--- config.mk ---
export PLATFORM = sky130hd
export DESIGN_NAME = lc3_microsequencer_flat
export DESIGN_NICKNAME = d
export VERILOG_FILES = /design/src/rtl/lc3_pkg.sv /design/src/rtl/lc3_microsequencer_if.sv /design/src/rtl/lc3_next_addr.sv /design/src/rtl/lc3_microsequencer.sv /design/src/flat_wrapper.sv
export SDC_FILE = /design/constraint.sdc
export NUM_CORES = 1
export LEC_CHECK = 0
export ABC_AREA = 1
export CORE_UTILIZATION = 51
export CTS_BUF_LIST = sky130_fd_sc_hd__clkbuf_4 sky130_fd_sc_hd__clkbuf_8
export DETAILED_ROUTE_END_ITERATION = 10
export PLACE_DENSITY = 0.87
export SLEW_MARGIN = 20
export SYNTH_ARGS = -nofsm -noshare
export SYNTH_HDL_FRONTEND = slang
export SYNTH_SLANG_ARGS = --single-unit
export TNS_END_PERCENT = 30
--- constraint.sdc ---
create_clock -name i_CLK -period 3.2 [get_ports i_CLK]
set_input_delay 0.32 -clock i_CLK [delete_from_list [all_inputs] [get_ports i_CLK]]
set_output_delay 0.32 -clock i_CLK [all_outputs]
set_load 0.005 [all_outputs]
--- src/rtl/lc3_pkg.sv ---
// Shared definitions for the LC-3 control-store sequencer: field layout,
// COND encodings, reset microinstruction and sequencer FSM states.
package lc3_pkg;

   localparam int CS_ADDR_W           = 6;
   localparam int SEQ_W               = 10;
   localparam int IRD_BIT             = 9;
   localparam int COND_MSB            = 8;
   localparam int COND_LSB            = 6;
   localparam int J_MSB               = 5;
   localparam int J_LSB               = 0;
   localparam int J_W                 = J_MSB - J_LSB + 1;
   localparam int COND_W              = COND_MSB - COND_LSB + 1;
   localparam int RESET_STATE_DEFAULT = 18;

   localparam logic [COND_W-1:0] COND_NONE  = 3'b000;
   localparam logic [COND_W-1:0] COND_MEM_R = 3'b001;
   localparam logic [COND_W-1:0] COND_BEN   = 3'b010;
   localparam logic [COND_W-1:0] COND_ADDR  = 3'b011;
   localparam logic [COND_W-1:0] COND_PRIV  = 3'b100;
   localparam logic [COND_W-1:0] COND_INT   = 3'b101;

   typedef enum logic [1:0] {
      SEQ_IDLE  = 2'd0,
      SEQ_PRIME = 2'd1,
      SEQ_RUN   = 2'd2
   } seq_state_t;

   function automatic logic [COND_W-1:0] seq_cond(input logic [SEQ_W-1:0] w);
      return w[COND_MSB:COND_LSB];
   endfunction

endpackage

--- src/rtl/lc3_microsequencer_if.sv ---
// Bundle between the microsequencer and its control store / datapath:
// condition inputs and sequencing field in, control store read port out.
interface lc3_microsequencer_if
   import lc3_pkg::*;
#(
   parameter int AddrBusSize = CS_ADDR_W
);
   logic                   i_run;
   logic [SEQ_W-1:0]       i_ctrl_next;
   logic [3:0]             i_ir_opcode;
   logic                   i_ir11;
   logic                   i_ben;
   logic                   i_mem_ready;
   logic                   i_psr15;
   logic                   i_int;
   logic                   o_cs_read_en;
   logic [AddrBusSize-1:0] o_cs_read_addr;
   logic [AddrBusSize-1:0] o_state;
   logic                   o_uop_valid;
   logic                   o_mem_timeout;

   modport slave (
      input  i_run, i_ctrl_next, i_ir_opcode, i_ir11, i_ben, i_mem_ready, i_psr15, i_int,
      output o_cs_read_en, o_cs_read_addr, o_state, o_uop_valid, o_mem_timeout
   );

   modport master (
      output i_run, i_ctrl_next, i_ir_opcode, i_ir11, i_ben, i_mem_ready, i_psr15, i_int,
      input  o_cs_read_en, o_cs_read_addr, o_state, o_uop_valid, o_mem_timeout
   );
endinterface

--- src/rtl/lc3_next_addr.sv ---
// Combinational next-microinstruction address: IRD opcode dispatch, otherwise
// J with one condition bit OR-ed in as selected by COND.
module lc3_next_addr
   import lc3_pkg::*;
#(
   parameter int AddrBusSize = CS_ADDR_W
) (
   input  logic [SEQ_W-1:0]       ctrl_next,
   input  logic [3:0]             ir_opcode,
   input  logic                   ir11,
   input  logic                   ben,
   input  logic                   mem_ready,
   input  logic                   psr15,
   input  logic                   int_pend,
   output logic [AddrBusSize-1:0] next_addr
);

   logic              ird;
   logic [COND_W-1:0] cond;
   logic [J_W-1:0]    j;
   logic [J_W-1:0]    j_mod;

   assign ird  = ctrl_next[IRD_BIT];
   assign cond = seq_cond(ctrl_next);
   assign j    = ctrl_next[J_MSB:J_LSB];

   always_comb begin
      j_mod = j;
      case (cond)
         COND_MEM_R: j_mod[1] = j[1] | mem_ready;
         COND_BEN:   j_mod[2] = j[2] | ben;
         COND_ADDR:  j_mod[0] = j[0] | ir11;
         COND_PRIV:  j_mod[3] = j[3] | psr15;
         COND_INT:   j_mod[4] = j[4] | int_pend;
         default:    j_mod    = j;
      endcase
   end

   // Opcode dispatch overrides any COND branch in the same word.
   always_comb begin
      if (ird) next_addr = AddrBusSize'({2'b00, ir_opcode});
      else     next_addr = AddrBusSize'(j_mod);
   end

endmodule

--- src/rtl/lc3_microsequencer.sv ---
// LC-3 microsequencer: primes the registered control store after reset,
// advances one microinstruction per running cycle and flags long memory waits.
module lc3_microsequencer
   import lc3_pkg::*;
#(
   parameter int AddrBusSize = CS_ADDR_W,
   parameter int RESET_STATE = RESET_STATE_DEFAULT,
   parameter int MEM_TIMEOUT = 255
) (
   input logic                 i_CLK,
   input logic                 i_RST_N,
   lc3_microsequencer_if.slave bus
);

   localparam int                     CNT_W      = $clog2(MEM_TIMEOUT + 1);
   localparam logic [AddrBusSize-1:0] RESET_ADDR = AddrBusSize'(RESET_STATE);
   localparam logic [CNT_W-1:0]       CNT_MAX    = CNT_W'(MEM_TIMEOUT);

   seq_state_t             seq_q;
   seq_state_t             seq_d;
   logic [AddrBusSize-1:0] state_q;
   logic [AddrBusSize-1:0] next_addr;
   logic [CNT_W-1:0]       wait_cnt_q;
   logic [CNT_W-1:0]       wait_cnt_d;
   logic                   timeout_q;
   logic                   read_en;
   logic [AddrBusSize-1:0] read_addr;
   logic                   uop_valid;
   logic                   ird;
   logic [COND_W-1:0]      cond;
   logic                   mem_wait;

   lc3_next_addr #(
      .AddrBusSize(AddrBusSize)
   ) u_next_addr (
      .ctrl_next (bus.i_ctrl_next),
      .ir_opcode (bus.i_ir_opcode),
      .ir11      (bus.i_ir11),
      .ben       (bus.i_ben),
      .mem_ready (bus.i_mem_ready),
      .psr15     (bus.i_psr15),
      .int_pend  (bus.i_int),
      .next_addr (next_addr)
   );

   always_ff @(posedge i_CLK or negedge i_RST_N) begin
      if (!i_RST_N) seq_q <= SEQ_IDLE;
      else          seq_q <= seq_d;
   end

   always_comb begin
      seq_d = seq_q;
      case (seq_q)
         SEQ_IDLE:  if (bus.i_run) seq_d = SEQ_PRIME;
         SEQ_PRIME: seq_d = SEQ_RUN;
         SEQ_RUN:   seq_d = SEQ_RUN;
         default:   seq_d = SEQ_IDLE;
      endcase
   end

   // PRIME fetches the reset word so it is on the store output when RUN begins.
   always_comb begin
      read_en   = 1'b0;
      read_addr = RESET_ADDR;
      uop_valid = 1'b0;
      case (seq_q)
         SEQ_PRIME: read_en = 1'b1;
         SEQ_RUN: begin
            read_en   = bus.i_run;
            read_addr = next_addr;
            uop_valid = bus.i_run;
         end
         default: ;
      endcase
   end

   always_ff @(posedge i_CLK or negedge i_RST_N) begin
      if (!i_RST_N)                          state_q <= RESET_ADDR;
      else if (seq_q == SEQ_PRIME)           state_q <= RESET_ADDR;
      else if (seq_q == SEQ_RUN && bus.i_run) state_q <= next_addr;
   end

   assign ird      = bus.i_ctrl_next[IRD_BIT];
   assign cond     = seq_cond(bus.i_ctrl_next);
   assign mem_wait = !ird && (cond == COND_MEM_R) && !bus.i_mem_ready;

   always_comb begin
      wait_cnt_d = wait_cnt_q;
      if (uop_valid) begin
         if (!mem_wait)                 wait_cnt_d = '0;
         else if (wait_cnt_q != CNT_MAX) wait_cnt_d = wait_cnt_q + 1'b1;
      end
   end

   // The flag is sticky; only reset clears it, sequencing never looks at it.
   always_ff @(posedge i_CLK or negedge i_RST_N) begin
      if (!i_RST_N) begin
         wait_cnt_q <= '0;
         timeout_q  <= 1'b0;
      end else begin
         wait_cnt_q <= wait_cnt_d;
         if (uop_valid && wait_cnt_d == CNT_MAX) timeout_q <= 1'b1;
      end
   end

   assign bus.o_cs_read_en   = read_en;
   assign bus.o_cs_read_addr = read_addr;
   assign bus.o_uop_valid    = uop_valid;
   assign bus.o_state        = state_q;
   assign bus.o_mem_timeout  = timeout_q;

endmodule

--- src/flat_wrapper.sv ---
// flat-port wrapper written by rule: the top's interface ports become plain ports
module lc3_microsequencer_flat import lc3_pkg::*;
#(
   parameter int AddrBusSize = CS_ADDR_W,
   parameter int RESET_STATE = RESET_STATE_DEFAULT,
   parameter int MEM_TIMEOUT = 255
)
  (i_CLK, i_RST_N, bus_i_run, bus_i_ctrl_next, bus_i_ir_opcode, bus_i_ir11, bus_i_ben, bus_i_mem_ready, bus_i_psr15, bus_i_int, bus_o_cs_read_en, bus_o_cs_read_addr, bus_o_state, bus_o_uop_valid, bus_o_mem_timeout);
  lc3_microsequencer_if #(.AddrBusSize(AddrBusSize)) bus_i ();
  input logic i_CLK;
  input logic i_RST_N;
  input wire logic [$bits(bus_i.i_run)-1:0] bus_i_run;
  input wire logic [$bits(bus_i.i_ctrl_next)-1:0] bus_i_ctrl_next;
  input wire logic [$bits(bus_i.i_ir_opcode)-1:0] bus_i_ir_opcode;
  input wire logic [$bits(bus_i.i_ir11)-1:0] bus_i_ir11;
  input wire logic [$bits(bus_i.i_ben)-1:0] bus_i_ben;
  input wire logic [$bits(bus_i.i_mem_ready)-1:0] bus_i_mem_ready;
  input wire logic [$bits(bus_i.i_psr15)-1:0] bus_i_psr15;
  input wire logic [$bits(bus_i.i_int)-1:0] bus_i_int;
  output wire logic [$bits(bus_i.o_cs_read_en)-1:0] bus_o_cs_read_en;
  output wire logic [$bits(bus_i.o_cs_read_addr)-1:0] bus_o_cs_read_addr;
  output wire logic [$bits(bus_i.o_state)-1:0] bus_o_state;
  output wire logic [$bits(bus_i.o_uop_valid)-1:0] bus_o_uop_valid;
  output wire logic [$bits(bus_i.o_mem_timeout)-1:0] bus_o_mem_timeout;
  assign bus_i.i_run = bus_i_run;
  assign bus_i.i_ctrl_next = bus_i_ctrl_next;
  assign bus_i.i_ir_opcode = bus_i_ir_opcode;
  assign bus_i.i_ir11 = bus_i_ir11;
  assign bus_i.i_ben = bus_i_ben;
  assign bus_i.i_mem_ready = bus_i_mem_ready;
  assign bus_i.i_psr15 = bus_i_psr15;
  assign bus_i.i_int = bus_i_int;
  assign bus_o_cs_read_en = bus_i.o_cs_read_en;
  assign bus_o_cs_read_addr = bus_i.o_cs_read_addr;
  assign bus_o_state = bus_i.o_state;
  assign bus_o_uop_valid = bus_i.o_uop_valid;
  assign bus_o_mem_timeout = bus_i.o_mem_timeout;
  lc3_microsequencer #(.AddrBusSize(AddrBusSize), .RESET_STATE(RESET_STATE), .MEM_TIMEOUT(MEM_TIMEOUT)) u_core (.i_CLK(i_CLK), .i_RST_N(i_RST_N), .bus(bus_i));
endmodule
==> flow_metrics.py <==
metrics = {
    "run_status": {
        "status": "finished clean",
    },
    "yosys": {
        "ys.flop_type": "dfrtp_1",
        "synth_top_area_share": 0.319,
        "syn_avg_cell_area_um2": 7.25,
        "yosysWarnings": 0,
        "synth.largest_area_cell": "dfrtp_1",
        "synth_area_leaders": "dfrtp_1, nand2_1, inv_1",
        "synth-async-reset-ratio": 1.00,
        "synthCells": 162,
        "synth_seq_cells": 17,
        "synth_edf_count": 0,
        "synthMostInstantiatedCell": "nand2_1",
        "synth_nets": 189,
        "ys_seq_area_frac": 0.364,
        "netlist_top_cells_count": "nand2_1, inv_1, nor2_1, dfrtp_1, nand3_1",
        "synth_area_um2": 1170,
        "yosys.cell_types.count": 22,
    },
    "job": {
        "drv_cap": 0,
    },
    "timing": {
        "rsz0062_at_grt": "false",
        "finalHoldViolCount": 0,
        "fmax_mhz": 413,
        "period_share": 0.756,
        "slew_violations": 0,
        "slew_headroom": 0.494,
        "setup_viol": 0,
        "min_period_ns": 2.42,
        "finClkSkew_ns": 0.00642,
        "tightest_slew_ns": 0.756,
        "fin_tns_setup_ns": 0,
    },
    "drt": {
        "vias_per_cell": 5.13,
        "drt-wirelength-per-cell_um": 12.3,
        "ant_nets": 0,
        "drt-initial-drc-count": 33,
        "drc": 0,
        "vias": 1174,
        "finalWirelength_um": 2820,
        "dr.pass1.iters": 4,
    },
    "setup_path": {
        "path_class": "reg2out",
        "required_ns": 2.88,
        "r2r-start": "u_core.seq_q[0]",
        "regToRegSetupSlack_ns": 1.49,
        "crit_start": "u_core.seq_q[0]",
        "r2r_end": "u_core.bus.o_mem_timeout",
        "crit_arrival_ns": 2.10,
        "worstRegToRegCells": 11,
        "worst_setup_path_end_kind": "output port",
        "start_kind": "register",
        "cp_max_fo": 14,
        "endpoint": "bus_o_cs_read_en",
    },
    "floorplanning": {
        "die_h_um": 50.0,
        "rows": 17,
        "die-area_um2": 2500,
        "core_um2": 2190,
        "initial_core_util": 0.536,
        "io-pin-count": 37,
        "die_x_um": 50.0,
    },
    "global_routing": {
        "grt_pass1_vias": 1198,
        "gr-usage-met3": 0.0401,
        "track_usage": 0.262,
        "grt_pass1_wl_um": 4880,
        "gr-total-overflow": 0,
        "grt_util_met2": 0.491,
        "grt_util_met1": 0.282,
        "grt_start_max_net_pins": 18,
        "antenna_found_initial": 0,
        "top_usage_layer": "met2",
    },
    "place": {
        "numPortBuffers": 36,
        "place.gp.congestion": 0.832,
        "dp_cells": 225,
        "place_hpwl_um": 2330,
    },
    "pwr": {
        "netSwitchingPower_mw": 0.388,
        "power_density_nw_per_um2": 620,
        "p_int_mw": 0.597,
        "leakage_nw": 0.758,
        "peakVddDrop_uv": 457,
        "netSwitchingFraction": 0.394,
        "seq_power_share": 0.352,
        "combPwrFrac": 0.528,
        "pwr-share-clk": 0.121,
    },
    "layout": {
        "syn_to_final_growth_pct": 35.2,
        "fin_cells": 229,
        "fin_nets": 229,
        "drive_gt1_frac": 0.114,
        "finish.utilization": 0.725,
        "antenna_cells": 0,
    },
    "clock_network": {
        "h-tree-depth": 1,
        "post_cts_buffers": 0,
        "clkTransAtPathRegs_ns": 0.09,
        "cts_hold_buf": 0,
        "cts_buffers": 3,
        "clock_path_buffers": 2,
        "cts_tree": "built",
        "cts.sinks": 17,
        "cts_root_buf": "clkbuf_4",
        "clk_latency_ns": 0.28,
        "cts_resized": 0,
    },
    "min_path": {
        "hp-class": "in2async",
    },
}
[cells by family (layout without fill, tap and decap cells)]
family                   after synthesis  count (layout)  share of synthesized area
adder cells (fa/ha/maj)                5               5                     0.0532
flip-flops                            17              17                      0.364
AND/OR/NAND/NOR                       93              93                      0.387
buffers and inverters                 26              65                     0.0937
AO/OA/AOI/OAI                         21              21                      0.102
[routing by layer]
| metal | share of wire | vias up |
|---|---|---|
| met4 | 0.014 | 0 |
| met3 | 0.031 | 6 |
| li1 | - | 591 |
| met5 | 0 | - |
| met1 | 0.42 | 549 |
| met2 | 0.54 | 28 |
[final cells by class]
class / count / area (um^2)
clock buffer: 4 / 30.0
fill: 170 / 602
sequential: 17 / 428
inverter: 25 / 98.8
multi-input combinational: 119 / 637
timing repair buffer: 36 / 360
tap: 28 / 35.0
[layout by cell type, fill, tap and decap left out, drive strengths merged]
master,count
a21oi,6
a31o,1
a31oi,1
a41oi,2
clkbuf,4
clkdlybuf4s50,36
clkinv,1
dfrtp,15
dfstp,2
ha,5
inv,24
nand2,47
nand3,14
nand4,2
nor2,30
o21ai,10
o21bai,1
[sequential cells by signal, summed over array words and instances (netlist names)]
register                  flops
u_core.wait_cnt_q             8
u_core.bus.o_mem_timeout      1
u_core.seq_q                  2
u_core.bus.o_state            6
[power groups by stage]
stage | logic, mW | registers (mW) | clock network [mW]
after floorplan | 0.296 | 0.343 | 0
after global placement | 0.500 | 0.347 | 0
after detailed placement | 0.522 | 0.349 | 0
after CTS | 0.525 | 0.346 | 0.123
after global routing | 0.587 | 0.356 | 0.133
final | 0.520 | 0.347 | 0.119
[metrics by stage]
stage                     hold slack [ns]  worst slack, ns  cell area (um^2)  power, mW
after global routing                0.495            0.612              1590       1.08
after CTS                           0.475            0.744              1590      0.995
after floorplan                    0.0244             1.63              1170      0.639
after global placement              0.446             1.06              1560      0.846
after detailed placement            0.457             1.00              1560      0.871
final                               0.473            0.780              1590      0.986
[worst min-delay path by stage]
| stage | from | to | slack [ns] | cells past startpoint |
|---|---|---|---|---|
| finish | i_RST_N | u_core.wait_cnt_q[3] | 0.47 | 1 |
| global route | i_RST_N | u_core.wait_cnt_q[3] | 0.50 | 1 |
| CTS | i_RST_N | u_core.wait_cnt_q[3] | 0.47 | 1 |
| detailed placement | u_core.bus.o_mem_timeout | u_core.bus.o_mem_timeout | 0.46 | 2 |
| global placement | u_core.bus.o_mem_timeout | u_core.bus.o_mem_timeout | 0.45 | 2 |
| floorplan | i_RST_N | u_core.bus.o_mem_timeout | 0.02 | 0 |
[worst max-delay path, stage by stage, from the launching register on]
cell             delay (ns)
dfrtp_1                0.36
inv_1                  0.09
ha_1                   0.28
nand2_4                0.12
clkinv_4               0.12
nor2_1                 0.31
nor2_1                 0.08
clkdlybuf4s50_1        0.46
Power figures use the tool's default switching activity.
